==> config.mk <==
export PLATFORM = sky130hd
export DESIGN_NAME = conv1_frame_ctrl
export DESIGN_NICKNAME = d
export VERILOG_FILES = /design/src/rtl/conv1_pkg.sv /design/src/rtl/conv1_pix_pipe.sv /design/src/rtl/conv1_frame_ctrl.sv
export SDC_FILE = /design/constraint.sdc
export NUM_CORES = 1
export LEC_CHECK = 0
export CAP_MARGIN = 15
export CORE_AREA = 2 2 62 64
export CTS_BUF_LIST = sky130_fd_sc_hd__clkbuf_16
export DETAILED_ROUTE_END_ITERATION = 6
export DIE_AREA = 0 0 64 66
export PLACE_DENSITY = 0.77
export SLEW_MARGIN = 5
export SYNTH_ARGS = -nofsm -noshare
export SYNTH_HDL_FRONTEND = slang
export SYNTH_HIERARCHICAL = 1
export SYNTH_SLANG_ARGS = --single-unit
==> constraint.sdc <==
create_clock -name clk -period 2.65 [get_ports clk]
set_input_delay 0.53 -clock clk [delete_from_list [all_inputs] [get_ports clk]]
set_output_delay 0.53 -clock clk [all_outputs]
set_load 0.03 [all_outputs]
==> src/rtl/conv1_pkg.sv <==
// conv1_pkg: state encoding and frame constants shared by the conv-1 frame sequencer
package conv1_pkg;
  typedef enum logic [2:0] {IDLE, CLEAR, FEED, DRAIN, DONE} state_t;
  localparam int IMG_PIXELS = 784;
  localparam int CONV1_OUTPUTS = 676;
  localparam int ADDR_W = 10;
endpackage

==> src/rtl/conv1_pix_pipe.sv <==
// conv1_pix_pipe: aligns synchronous-read RAM data with its read enable, two-cycle read-to-pixel latency
module conv1_pix_pipe (
  input  logic       clk,
  input  logic       rst,
  input  logic       i_rd_en,
  input  logic [7:0] i_rd_data,
  output logic [7:0] o_pixel,
  output logic       o_valid
);
  logic       r_rd_d1;
  logic [7:0] r_pixel;
  logic       r_valid;
  always_ff @(posedge clk)
    if (rst) begin
      r_rd_d1 <= 1'b0;
      r_pixel <= '0;
      r_valid <= 1'b0;
    end else begin
      r_rd_d1 <= i_rd_en;
      r_valid <= r_rd_d1;
      if (r_rd_d1) r_pixel <= i_rd_data;
    end
  assign o_pixel = r_pixel;
  assign o_valid = r_valid;
endmodule

==> src/rtl/conv1_frame_ctrl.sv <==
// conv1_frame_ctrl: clears conv-1, streams one raster image from RAM into it and counts its outputs.
// Define CONV1_CTRL_WATCHDOG_EN to add the DRAIN idle watchdog and sticky err.
module conv1_frame_ctrl
  import conv1_pkg::*;
#(
  parameter int WIDTH = 28,
  parameter int HEIGHT = 28,
  parameter int K = 3
`ifdef CONV1_CTRL_WATCHDOG_EN
  , parameter int TIMEOUT = 64
`endif
) (
  input  logic              clk,
  input  logic              rst,
  input  logic              start,
  input  logic              hold,
  output logic              img_rd_en,
  output logic [ADDR_W-1:0] img_addr,
  input  logic [7:0]        img_data,
  output logic [7:0]        pixel_out,
  output logic              pixel_valid,
  output logic              conv_clr,
  input  logic              conv_valid_in,
  output logic              busy,
  output logic              done,
  output logic [9:0]        out_count,
  output logic              err
);
  localparam logic [ADDR_W-1:0] LAST = ADDR_W'(WIDTH * HEIGHT - 1);
  localparam logic [9:0] N_OUT = 10'((WIDTH - K + 1) * (HEIGHT - K + 1));
  state_t            r_state, w_next;
  logic              r_rd_en, r_clr, r_busy, r_done, w_timeout;
  logic [ADDR_W-1:0] r_addr;
  logic [9:0]        r_cnt, w_cnt_next;
  assign w_cnt_next = r_cnt + 10'((r_state == FEED || r_state == DRAIN) && conv_valid_in);
  always_comb begin
    w_next = r_state;
    case (r_state)
      IDLE:    w_next = start ? CLEAR : IDLE;
      CLEAR:   w_next = FEED;
      FEED:    w_next = (r_rd_en && r_addr == LAST) ? DRAIN : FEED;
      DRAIN:   w_next = (w_cnt_next >= N_OUT || w_timeout) ? DONE : DRAIN;
      DONE:    w_next = IDLE;
      default: w_next = IDLE;
    endcase
  end
  // Outputs are registered from the next state so each lines up with its state cycle.
  always_ff @(posedge clk)
    if (rst) begin
      r_state <= IDLE;
      r_rd_en <= 1'b0;
      r_addr  <= '0;
      r_clr   <= 1'b0;
      r_busy  <= 1'b0;
      r_done  <= 1'b0;
      r_cnt   <= '0;
    end else begin
      r_state <= w_next;
      r_clr   <= w_next == CLEAR;
      r_busy  <= w_next inside {CLEAR, FEED, DRAIN};
      r_done  <= w_next == DONE;
      r_rd_en <= w_next == FEED && !hold;
      r_cnt   <= (r_state == IDLE && start) ? '0 : w_cnt_next;
      if (r_state == IDLE && start) r_addr <= '0;
      else if (r_rd_en && r_addr != LAST) r_addr <= r_addr + 1'b1;
    end
`ifdef CONV1_CTRL_WATCHDOG_EN
  localparam int IW = $clog2(TIMEOUT + 1);
  logic [IW-1:0] r_idle;
  logic          r_err;
  // Fires on the TIMEOUT-th consecutive strobe-free DRAIN cycle.
  assign w_timeout = r_state == DRAIN && !conv_valid_in && r_idle == IW'(TIMEOUT - 1);
  always_ff @(posedge clk)
    if (rst) begin
      r_idle <= '0;
      r_err  <= 1'b0;
    end else begin
      r_idle <= (r_state == DRAIN && !conv_valid_in) ? r_idle + 1'b1 : '0;
      r_err  <= (r_state == IDLE && start) ? 1'b0 : r_err | w_timeout;
    end
  assign err = r_err;
`else
  assign w_timeout = 1'b0;
  assign err = 1'b0;
`endif
  conv1_pix_pipe u_pipe (
    .clk       (clk),
    .rst       (rst),
    .i_rd_en   (r_rd_en),
    .i_rd_data (img_data),
    .o_pixel   (pixel_out),
    .o_valid   (pixel_valid)
  );
  assign img_rd_en = r_rd_en;
  assign img_addr  = r_addr;
  assign conv_clr  = r_clr;
  assign busy      = r_busy;
  assign done      = r_done;
  assign out_count = r_cnt;
endmodule

# ---- Word level (Yosys, flattened, before mapping)
# Cells that the tools add are included.
dict set report totals {
  register_bits 37
  in_bits 13
  out_inout_bits 34
  wordCells 36
}
dict set report op_classes {
  add_sub_neg 2
  magnitude_cmp 1
  n_eq_ne 9
  n_mux 4
  n_reduce_logical 10
}
# cell count
set op_table {}
lappend op_table {{== test 3 x 2 -> 1 bit, second input constant} 4}
lappend op_table {{case mux 3 bit (4 select lines)} 1}
lappend op_table {{adder 10 x 1 -> 10 bit} 1}
lappend op_table {{adder 10 x 1 -> 10 bit, second input constant} 1}
lappend op_table {{== test 10 bit, second input constant} 1}
lappend op_table {{>= comparator 10 bit, second input constant} 1}
lappend op_table {{!= test 10 bit, second input constant} 1}
lappend op_table {{== test 3 x 1 -> 1 bit, second input constant} 2}
lappend op_table {{logical AND 1 bit} 5}
lappend op_table {{== test 3 bit, second input constant} 1}
lappend op_table {{zero test 3 bit} 1}
lappend op_table {{2-to-1 mux 3 bit} 1}
lappend op_table {{nonzero test 3 bit} 1}
lappend op_table {{2-to-1 mux 1 bit} 2}
lappend op_table {{OR reduction 2 bit} 1}
lappend op_table {{zero test 1 bit} 1}
lappend op_table {{logical OR 1 bit} 1}

# ---- Depth between registers and ports, before layout
dict set report depth {
  word_depth 9
  depth_mapped 9
  ltp_nobuf 8
}

# ---- Cells and area by module
# Netlist, hierarchy kept.
# module n_inst cells_per_inst area_each_um2 seq_area_each_um2
set modules_own_cells {}
lappend modules_own_cells {conv1_frame_ctrl 1 136 1258.7 540.5}
lappend modules_own_cells {conv1_pix_pipe 1 30 339.1 200.2}

# ---- Worst setup path before layout
# Ideal clock, no wire load.
dict set report synth_path {
  path_type {reg2reg}
  start {register r_state[1]}
  end {register r_done (netlist: done)}
  setup_ns 0.116
  t_arrival_ns 2.187
  required_time_ns 2.534
  path_slack_ns 0.347
  stages_incl_launch_ff 10
  n_path_buf 1
  period_less_slack_ns 2.303
  cell_sequence {dfxtp_1 clkbuf_1 and3b_1 ha_1 ha_1 nand3_2 o21a_1 nor4_2 a211oi_2 and4_1}
}
dict set report synth_between {
  elab_chain_cells 8
  word_cells_on_any_way 11
  classes_between {1 x add/sub; 1 x order compare; 4 x eq/ne; 2 x mux; 3 x reduce/logical}
}
# item line_no
set synth_lines {}
lappend synth_lines {{start: declaration} conv1_frame_ctrl.sv:31} ;# state_t r_state, w_next;
lappend synth_lines {{start signal: assignment} conv1_frame_ctrl.sv:58} ;# r_state <= w_next;
lappend synth_lines {{== test 3 x 2 -> 1 bit} {conv1_frame_ctrl.sv:35, conv1_frame_ctrl.sv:38}}
lappend synth_lines {{logical OR 1 bit} conv1_frame_ctrl.sv:35} ;# assign w_cnt_next = r_cnt + 10'((r_state == FEED || r_state == DRAIN) && conv_valid_in);
lappend synth_lines {{logical AND 1 bit} conv1_frame_ctrl.sv:35}
lappend synth_lines {{adder 10 x 1 -> 10 bit} conv1_frame_ctrl.sv:35}
lappend synth_lines {{>= comparator 10 bit} conv1_frame_ctrl.sv:42} ;# DRAIN: w_next = (w_cnt_next >= N_OUT || w_timeout) ? DONE : DRAIN;
lappend synth_lines {{2-to-1 mux 3 bit} conv1_frame_ctrl.sv:42}
lappend synth_lines {{case mux 3 bit (4 select lines) (*)} conv1_frame_ctrl.sv:38} ;# case (r_state)
lappend synth_lines {{== test 3 bit (*)} conv1_frame_ctrl.sv:61} ;# r_done <= w_next == DONE;
lappend synth_lines {{end signal: assignment} conv1_frame_ctrl.sv:55} ;# r_done <= 1'b0;
lappend synth_lines {{end signal: assignment} conv1_frame_ctrl.sv:61}
lappend synth_lines {{end: declaration} conv1_frame_ctrl.sv:32} ;# logic r_rd_en, r_clr, r_busy, r_done, w_timeout;
# Mark *: on every way between the ends. The rest lies on a longest branch, timed or not.
# A chain may end at the register's enable or synchronous reset.

# ---- Worst setup path after layout
dict set report layout_path {
  start {input conv_valid_in}
  end {register r_done (netlist: done)}
}
dict set report layout_between {
  elab_chain_cells 6
}
# item line_no
set layout_lines {}
lappend layout_lines {{start: declaration} conv1_frame_ctrl.sv:23} ;# input logic conv_valid_in,
lappend layout_lines {{logical AND 1 bit} conv1_frame_ctrl.sv:35}
lappend layout_lines {{adder 10 x 1 -> 10 bit} conv1_frame_ctrl.sv:35}
lappend layout_lines {{>= comparator 10 bit} conv1_frame_ctrl.sv:42}
lappend layout_lines {{2-to-1 mux 3 bit} conv1_frame_ctrl.sv:42}
lappend layout_lines {{case mux 3 bit (4 select lines)} conv1_frame_ctrl.sv:38}
lappend layout_lines {{== test 3 bit} conv1_frame_ctrl.sv:61}
# Every way passes these cells.

==> metrics <==
half-perimeter wire length of the detailed placement result=2230 um; area growth from synthesis to final layout=40.8%; gp weighted congestion=0.691; IO Pins=47; total count of max-transition violations in the final report=0; DRC marker count from the first detailed-route iteration=34; ranking of synthesized cells by instance count=sky130_fd_sc_hd__dfxtp_1, sky130_fd_sc_hd__nor2_1, sky130_fd_sc_hd__mux2i_1; post-synthesis sequential area ratio=0.464; antenna violations before repair=0; largest incremental delay on the critical path=0.40 ns; final worst slack=0.238 ns; number of unique standard cell types used by synthesis=43; worst skew pair latency=0.28 ns; Static Leak=0.811 nW; Die Area=4220 um2; CP Cell Sequence=clkdlybuf4s50_1 -> and3b_1 -> ha_1 -> ha_1 -> buf_4 -> o31ai_1 -> o211ai_1 -> a211oi_2 -> and4_1; hold bufs inserted after CTS=0; part of the total power dissipated in sequential elements=0.450; most repeated library cell on the critical path=sky130_fd_sc_hd__ha_1; cell area after synthesis=1600 um2; average cell area after synthesis=9.63 um2; post-placement cell area=2110 um2; power per cell area=619 nW/um2; Max FO, Critical Path=5; wire length of the first global-routing pass=5250 um; initial standard-cell utilization of the core=0.450; Vias=1334; relative slew slack=0.608; number of warnings printed during yosys synthesis=6; count of mapped cells out of synthesis=166; internal power consumption=1.03 mW; Util after Layout=0.634; Data arrival, critical path=2.63 ns; main area contributors after synthesis=sky130_fd_sc_hd__dfxtp_1, sky130_fd_sc_hd__nor2_1, sky130_fd_sc_hd__mux2i_1; count of port buffers added during placement=45; post-detailed-routing wire length=3150 um; net switching power=0.362 mW; Setup Total Neg Slack=0 ns; post-placement cell count=258; worst clock skew=0.00274 ns; final std cell area, no fill=2250 um2; worst slack at placement=-0.0337 ns; critical setup path kind=in2reg; combinational cell fraction of total power=0.155; fraction of final layout cells sized beyond drive strength 1=0.106; main flop type after synthesis=sky130_fd_sc_hd__dfxtp_1; Clock transition at path regs=0.05 ns; die height=66 um; PostCTS Resize Cnt=0; number of storage elements in the synthesis netlist=37; DRC violation count after routing=0; path category of the worst min-delay check=reg2reg; number of standard cells in the layout, taps in and fillers out=266; post-route fraction of the period consumed by the critical path=0.910; number of search-and-repair iterations in the first detailed-routing pass=4; library cell contributing the largest single delay on the critical path=sky130_fd_sc_hd__clkdlybuf4s50_1; depth of the CTS H-tree=2; maximum operating frequency=415 MHz; wire per inst=11.8 um; most frequent cell after synthesis=sky130_fd_sc_hd__dfxtp_1; count of flip-flops with a built-in enable after synthesis=0; worst hold margin=0.494 ns; clock period minus worst slack=2.41 ns; clock root buffer master=sky130_fd_sc_hd__clkbuf_16; number of hold violations in the final report=0; largest net degree at the start of global routing=17; sort of element at the end of the critical path=register; result of the run=finished, final reports clean; critical path launch point type=input pin; Cell Rows=22; mean number of vias per cell=5.02; Synth Net Count=182; unrepaired setup endpoints after global routing=no; worst vdd rail ir drop=0.454 mV; FF/Latch Area=741 um2; TritonCTS clock tree=built; fin nets=233; worst path buffer plus inverter count=2; filler cell count in the final layout=307; share of power burned in the clock network=0.395; Post-synth ARST share=0; post-CTS setup buffer count=0; final setup violation count=0; total chip power=1.39 mW; core region area=3550 um2; diode count=0; chip width=64 um; dominant cell type by area after synthesis=sky130_fd_sc_hd__dfxtp_1; via count of the first global-routing pass=1197; Sink Count=37; all-layer global routing usage=0.162; area share of the largest cell type after synthesis=0.464; CTS Buf Count=5; count of maximum capacitance violations=0; number of buffers between clock root and the deepest sink=2; switching power share of the total=0.260; worst-margin pin slew=0.588 ns; critical path's top delay family=compound AO/OA/AOI/OAI gates; count of nets left with antenna violations after detail routing=0; data required time of the critical path=2.87 ns; multi-input gate area in the final layout=803 um2; total global routing overflow=0
==> layer usage <==
layer / up-vias / share of wire / global-route usage
met4: 0 / 0.017 / 0.0978
met5: - / 0 / 0
met2: 34 / 0.48 / 0.268
li1: 679 / - / -
met1: 617 / 0.45 / 0.187
met3: 4 / 0.052 / 0.0443
==> power by group through the flow <==
stage                     logic (mW)  registers, mW  clock network (mW)
after floorplan                0.121          0.657                   0
after global placement         0.216          0.637                   0
after detailed placement       0.217          0.637                   0
after CTS                      0.219          0.626               0.565
after global routing           0.237          0.634               0.588
final                          0.216          0.627               0.550
==> state kept, by name (all words and copies together), names as in the netlist <==
name	count
busy	1
conv_clr	1
done	1
img_addr	10
img_rd_en	1
out_count	10
r_state	3
u_pipe/o_pixel	8
u_pipe/o_valid	1
u_pipe/r_rd_d1	1
==> placed cells by master (no fill, tap or decap), types with 3 or more instances in the layout <==
cell type,netlist,final
sky130_fd_sc_hd__clkbuf_16,0,5
sky130_fd_sc_hd__nor2_1,33,33
sky130_fd_sc_hd__clkdlybuf4s50_1,0,45
sky130_fd_sc_hd__nand3_1,4,4
sky130_fd_sc_hd__nand4_1,6,6
sky130_fd_sc_hd__buf_4,1,5
sky130_fd_sc_hd__ha_1,3,3
sky130_fd_sc_hd__and3_1,3,3
sky130_fd_sc_hd__nand2_1,5,5
sky130_fd_sc_hd__inv_1,5,6
sky130_fd_sc_hd__xor2_1,6,6
sky130_fd_sc_hd__xnor2_1,8,8
sky130_fd_sc_hd__dfxtp_1,37,37
sky130_fd_sc_hd__nor3_2,3,3
sky130_fd_sc_hd__mux2i_1,9,9
sky130_fd_sc_hd__nor2b_1,5,5
==> layout make-up <==
cell class | instances | area share
inverter | 5 | 0.00834
multi-input combinational | 118 | 0.357
clock buffer | 5 | 0.0556
timing repair buffer | 50 | 0.217
clock inverter | 3 | 0.00612
tap | 48 | 0.0267
sequential | 37 | 0.329
==> cell families after synthesis <==
| family | Yosys count | share of synthesized area |
|---|---|---|
| and+or+nand+nor | 73 | 0.252 |
| DFF | 37 | 0.464 |
| AOI/OAI and AO/OA | 18 | 0.0916 |
| xor gates and xnor gates | 14 | 0.0767 |
| buffers and inverters | 11 | 0.0337 |
| muxes | 9 | 0.0564 |
| adders and majority gates | 3 | 0.0235 |
| other | 1 | 0.00235 |
==> worst reg2reg max path: stages (launching register included) <==
cell and delay (ns):
sky130_fd_sc_hd__dfxtp_1 0.45, sky130_fd_sc_hd__and3b_1 0.21, sky130_fd_sc_hd__ha_1 0.19, sky130_fd_sc_hd__ha_1 0.21, sky130_fd_sc_hd__buf_4 0.15, sky130_fd_sc_hd__o31ai_1 0.22
sky130_fd_sc_hd__o211ai_1 0.14, sky130_fd_sc_hd__a211oi_2 0.39, sky130_fd_sc_hd__and4_1 0.23
==> path summary, 6_finish.rpt <==
kind                startpoint           endpoint  slack (ns)  depth (start not counted)
max              conv_valid_in               done        0.24                          9
max reg2reg         r_state[2]               done        0.39                          8
min          u_pipe/o_pixel[5]  u_pipe/o_pixel[5]        0.49                          2
min reg2reg  u_pipe/o_pixel[5]  u_pipe/o_pixel[5]        0.49                          2
No activity file was read; power rests on OpenSTA's default activity.
